<file path="src/rtl/bus_arbiter_2.sv">
// bus_arbiter_2: two-requester round-robin bus arbiter with tenure limit; in clock/reset/req_x/muxIn_x, out grant_x/sel/enable/busOut/busValid/holdCount
module bus_arbiter_2 #(
  parameter int nrOfBits = 8,
  parameter int maxHold  = 4,
  parameter int cntBits  = 3
) (
  input  logic                clock,
  input  logic                reset,
  input  logic                req_0,
  input  logic                req_1,
  input  logic [nrOfBits-1:0] muxIn_0,
  input  logic [nrOfBits-1:0] muxIn_1,
  output logic                grant_0,
  output logic                grant_1,
  output logic                sel,
  output logic                enable,
  output logic [nrOfBits-1:0] busOut,
  output logic                busValid,
  output logic [cntBits-1:0]  holdCount
);
  typedef enum logic [1:0] {IDLE, GRANT0, GRANT1} state_t;
  localparam logic [cntBits-1:0] HOLD_MAX = cntBits'(maxHold - 1);
  state_t state_q, state_d, other;
  logic last_q, last_d, own_req, oth_req;
  logic [cntBits-1:0] hold_q, hold_d;
  logic [nrOfBits-1:0] bus_q, bus_d;
  logic valid_q, valid_d;
  always_comb begin
    own_req = (state_q == GRANT1) ? req_1 : req_0;
    oth_req = (state_q == GRANT1) ? req_0 : req_1;
    other   = (state_q == GRANT0) ? GRANT1 : GRANT0;
    state_d = (state_q == IDLE) ? ((req_0 && req_1) ? (last_q ? GRANT0 : GRANT1) :
                                   req_0 ? GRANT0 : req_1 ? GRANT1 : IDLE) :
              !own_req ? (oth_req ? other : IDLE) :
              (oth_req && hold_q == HOLD_MAX) ? other : state_q;
    hold_d  = (state_d == IDLE || state_d != state_q) ? '0 :
              (hold_q == HOLD_MAX) ? hold_q : hold_q + 1'b1;
    last_d  = (state_d == GRANT0) ? 1'b0 : (state_d == GRANT1) ? 1'b1 : last_q;
    bus_d   = enable ? (sel ? muxIn_1 : muxIn_0) : '0;
    valid_d = enable;
  end
  always_ff @(posedge clock) begin
    if (reset) begin
      state_q <= IDLE;
      last_q  <= 1'b1;
      hold_q  <= '0;
      bus_q   <= '0;
      valid_q <= 1'b0;
    end else begin
      state_q <= state_d;
      last_q  <= last_d;
      hold_q  <= hold_d;
      bus_q   <= bus_d;
      valid_q <= valid_d;
    end
  end
  assign grant_0   = (state_q == GRANT0);
  assign grant_1   = (state_q == GRANT1);
  assign sel       = grant_1;
  assign enable    = grant_0 | grant_1;
  assign busOut    = bus_q;
  assign busValid  = valid_q;
  assign holdCount = hold_q;
endmodule

</file>
<file path="config.mk">
export PLATFORM = sky130hd
export DESIGN_NAME = bus_arbiter_2
export DESIGN_NICKNAME = d
export VERILOG_FILES = /design/src/rtl/bus_arbiter_2.sv
export SDC_FILE = /design/constraint.sdc
export NUM_CORES = 1
export LEC_CHECK = 0
export ABC_AREA = 1
export CORE_MARGIN = 2
export CORE_UTILIZATION = 42
export CTS_CLUSTER_DIAMETER = 200
export DETAILED_ROUTE_END_ITERATION = 16
export GPL_TIMING_DRIVEN = 0
export PLACE_DENSITY = 0.79
export SYNTH_ARGS = -nofsm -noshare
export SYNTH_HDL_FRONTEND = slang
export SYNTH_SLANG_ARGS = --single-unit
</file>
<file path="constraint.sdc">
create_clock -name clock -period 3.7 [get_ports clock]
set_clock_uncertainty 0.2 [all_clocks]
set_input_delay 0.925 -clock clock [delete_from_list [all_inputs] [get_ports clock]]
set_output_delay 0.925 -clock clock [all_outputs]
set_load 0.05 [all_outputs]
</file>
; ---- After elaboration in Yosys (flattened, before gate mapping)
; Cells that the tools add are included.
[word_totals]
ff_bits = 15
input_bits = 20
out_inout_bits = 16
word_cells = 36
[classes]
add_sub_neg = 1
eq_ne = 6
mux = 14
bitwise = 2
n_reduce_logical = 8
[op_table]
columns = op, n
row1 = $mux 2, 9
row2 = $mux 8, 1
row3 = $eq 2x1->1 const B, 2
row4 = $eq 2x2->1 const B, 2
row5 = $logic_not 2->1, 2
row6 = $mux 1, 4
row7 = $reduce_or 2->1, 2
row8 = $add 3x1->3 const B, 1
row9 = $eq 3x2->1 const B, 1
row10 = $logic_and 1x1->1, 2
row11 = $ne 2x2->1, 1
row12 = $reduce_bool 2->1, 1
row13 = $logic_or 1x1->1, 1
row14 = $not 1->1, 1
row15 = $or 1x1->1, 1

; ---- Logic depth before layout (Yosys ltp)
[logic_depth]
ltp_word = 9
depth_mapped = 13
ltp_nobuf = 13

; ---- Least setup slack after synthesis
; Ideal clock, no wire load.
[synth_path]
path_type = reg-to-output
start = register state_q[0]
end = output sel
arrival_time_ns = 1.282
required_time_ns = 2.575
setup_slack_ns = 1.293
path_stages_with_launch = 4
n_path_buf = 1
path_cell_list = dfxtp_1 -> inv_1 -> ha_1 -> buf_4
[synth_between]
elab_chain_cells = 1
[synth_rtl]
columns = item, line_no
row1 = start: declaration, 23  ; state_t state_q, state_d, other;
row2 = start signal: assignment, 50  ; state_q <= state_d;
row3 = $eq 2x2->1, 58  ; assign grant_1 = (state_q == GRANT1);
row4 = end: declaration, 15  ; output logic sel,
; No other way between the ends.

; ---- Worst setup path after layout
; Ends and elaborated chain as after synthesis.

==> results.md <==
* Status: completed
* Unrepaired setup endpoints after global routing: no
* WS Path Type: reg2out
* Power per Cell Area at 559 nW/um^2
* CTS root buf: clkbuf_4
* Global route overflow at 0
* Fin Setup TNS at 0 ps
* Required @ worst endpoint at 2570 ps
* Multi-input gate area at 392 sq um
* Clock transition at path regs at 90 ps
* Distinct cells, synth at 21
* # port buffers at 35
* Critical path data arrival time at 1990 ps
* GRT Total Usage at 16.4%
* Most frequent cell after synthesis: nand2_1
* Crit Path Max Fanout at 6
* WL per Instance at 10.0 microns
* Routability cong. at 0.816
* Leakage at 0.000511 uW
* Final Util at 67.8%
* Die area at 2140 sq um
* Routed vias/inst at 4.51
* Worst slew pin tran at 507 ps
* Pint at 356 uW
* VDD IR max at 0.398 mV
* Largest net degree at the start of global routing at 11
* Fill cells at 146
* Mapped Cells at 100
* Slowest CP cell: clkdlybuf4s50_1
* Layout area overhead at 54.6%
* Die Span Y at 46.2 microns
* Synth Warn # at 0
* Post-Syn Nets at 125
* MaxCap Viol Count at 0
* Antenna violations before repair at 0
* Tmin final at 3110 ps
* Flops & latches, synth at 15
* Most instantiated cells after synthesis: 30 x nand2_1, 15 x dfxtp_1, 11 x a21oi_1, 7 x inv_1, 7 x nand3_1
* Worst Setup End Kind: output port
* TritonCTS clock tree: done
* Clock power frac at 14.5%
* DRC viols at 0
* Cts hold-fix bufs at 0
* Sw frac at 45.0%
* CP Cell Sequence: inv_1, ha_1, buf_4, clkdlybuf4s50_1
* Post-Syn Area per Cell at 7.49 sq um
* First-pass GRT wire length at 2490 microns
* Ranking of synthesized cells by area: dfxtp_1 40%, nand2_1 15%, ha_1 8.3%, a21oi_1 7.3%, nand3_1 4.7%
* HP Class: reg2reg
* Total power draw at 647 uW
* Crit path largest cell delay at 800 ps
* Setup crit start kind: register
* Initial Utilization at 43.9%
* Final Hold Viols at 0
* Post-synthesis sequential area ratio at 40.1%
* Sequential Area at 300 sq um
* Most used DFF post-synth: dfxtp_1
* Max clock buf depth at 2
* Clk Latency, worst-skew pair at 280 ps
* Antenna viol nets, final at 0
* Synth top area share at 40.1%
* Clk sinks at 15
* Post-Syn Area at 749 sq um
* Part of the power in registers at 31.7%
* Setup violators final at 0
* CTS buffer count at 3
* Final #Nets at 165
* Family with the most delay on the worst path: buffers and inverters
* Routed WL at 1650 microns
* Detailed placement HPWL at 1300 microns
* CTS resizes at 0
* Post-synth ARST share at 0%
* 1st-iter DRT viols at 11
* First-pass iteration count of the detailed router at 4
* Chip Width at 46.2 microns
* Switching pwr at 291 uW
* # diodes at 0
* Setup bufs post-CTS at 0
* Max Slew Vio Count at 0
* Comb pwr share at 53.8%
* Vias in the first global route at 619
* Core ar. at 1710 sq um
* Layout cells sized above 1 at 12.2%
* WP buf/inv at 3
* Maximum achievable frequency at 0.321 GHz
* Vias at 739
* Slew HR at 66.1%
* Area leader, netlist: dfxtp_1
* Final worst setup slack at 587 ps
* DP Worst Slack at 886 ps
* Number of top-level pins at 36
* Post-synth EDFFs at 0
* Num rows at 15
* Final period utilization at 84.1%
* Depth of the CTS H-tree at 1
flip-flops by register name, summed over array words and instances, names as in the netlist:
signal / flops
busOut: 8
busValid: 1
last_q: 1
holdCount: 3
state_q: 2
path summary, 6_finish.rpt:
| check | start | to | slack, ps | cells after the start |
|---|---|---|---|---|
| max reg2reg | state_q[0] | holdCount[0] | 1590 | 11 |
| min | last_q | last_q | 310 | 2 |
| min reg2reg | last_q | last_q | 310 | 2 |
| max | state_q[0] | sel | 590 | 4 |
power by group through the flow:
stage / Combinational (uW) / Sequential [uW] / Clock, uW
after floorplan: 175 / 277 / 0
after global placement: 343 / 208 / 0
after detailed placement: 350 / 209 / 0
after CTS: 351 / 205 / 99.0
after global routing: 375 / 208 / 103
final: 348 / 205 / 93.9
metal layers:
layer  global-route usage [%]  vias to the layer above  share of wire, %
met4                     6.86                        0              0.79
met3                     3.53                        2               4.7
met1                     21.6                      320                45
li1                         -                      400                 -
met5                        0                        -                 0
met2                     25.6                       17                49
worst min-delay path, cell delays in order (launching register included):
cell and delay, ps:
dfxtp_1 330, nand2_1 70, nand3_1 60
per-stage QoR:
stage | hold slack, ps | instance area (sq um) | cells
global route | 326 | 1160 | 164
detailed placement | 288 | 1130 | 160
floorplan | 264 | 749 | 100
CTS | 311 | 1160 | 164
finish | 307 | 1160 | 164
global placement | 284 | 1130 | 160
layout make-up:
class | count | share of cell area (%)
plain buffers | 3 | 2.05
repair buffers | 35 | 30.2
inverters | 9 | 2.92
multi-input cells | 73 | 33.8
flip-flops and latches | 15 | 25.9
clock buffers | 3 | 1.94
well taps | 25 | 2.70
clock inverters | 1 | 0.432
layout by cell type (no fill, tap or decap):
master,netlist,routed
a21oi_2,1,1
dfxtp_1,15,15
o211ai_1,1,1
inv_1,7,7
xor2_1,1,1
clkdlybuf4s50_1,0,35
o21ai_1,1,1
inv_2,2,2
clkinv_2,0,1
o21ai_0,1,1
buf_6,1,1
a21oi_1,11,11
nand3b_1,2,2
nor2_1,5,5
buf_4,1,1
clkbuf_4,0,3
mux2i_1,1,1
nand3_1,7,7
nor2_2,1,1
ha_1,5,5
nand2_1,30,30
buf_2,1,1
nand3_2,1,1
nand2_2,5,5
logic make-up after synthesis:
logic type | after synthesis | share of synthesized area (%)
flip-flops | 15 | 40.1
AO/OA/AOI/OAI | 15 | 10.9
adder cells (fa/ha/maj) | 5 | 8.35
multiplexers | 1 | 1.34
AND/OR/NAND/NOR | 51 | 30.6
buffers and inverters | 12 | 7.68
XOR/XNOR | 1 | 1.17
(Power assumes the default switching activity.)
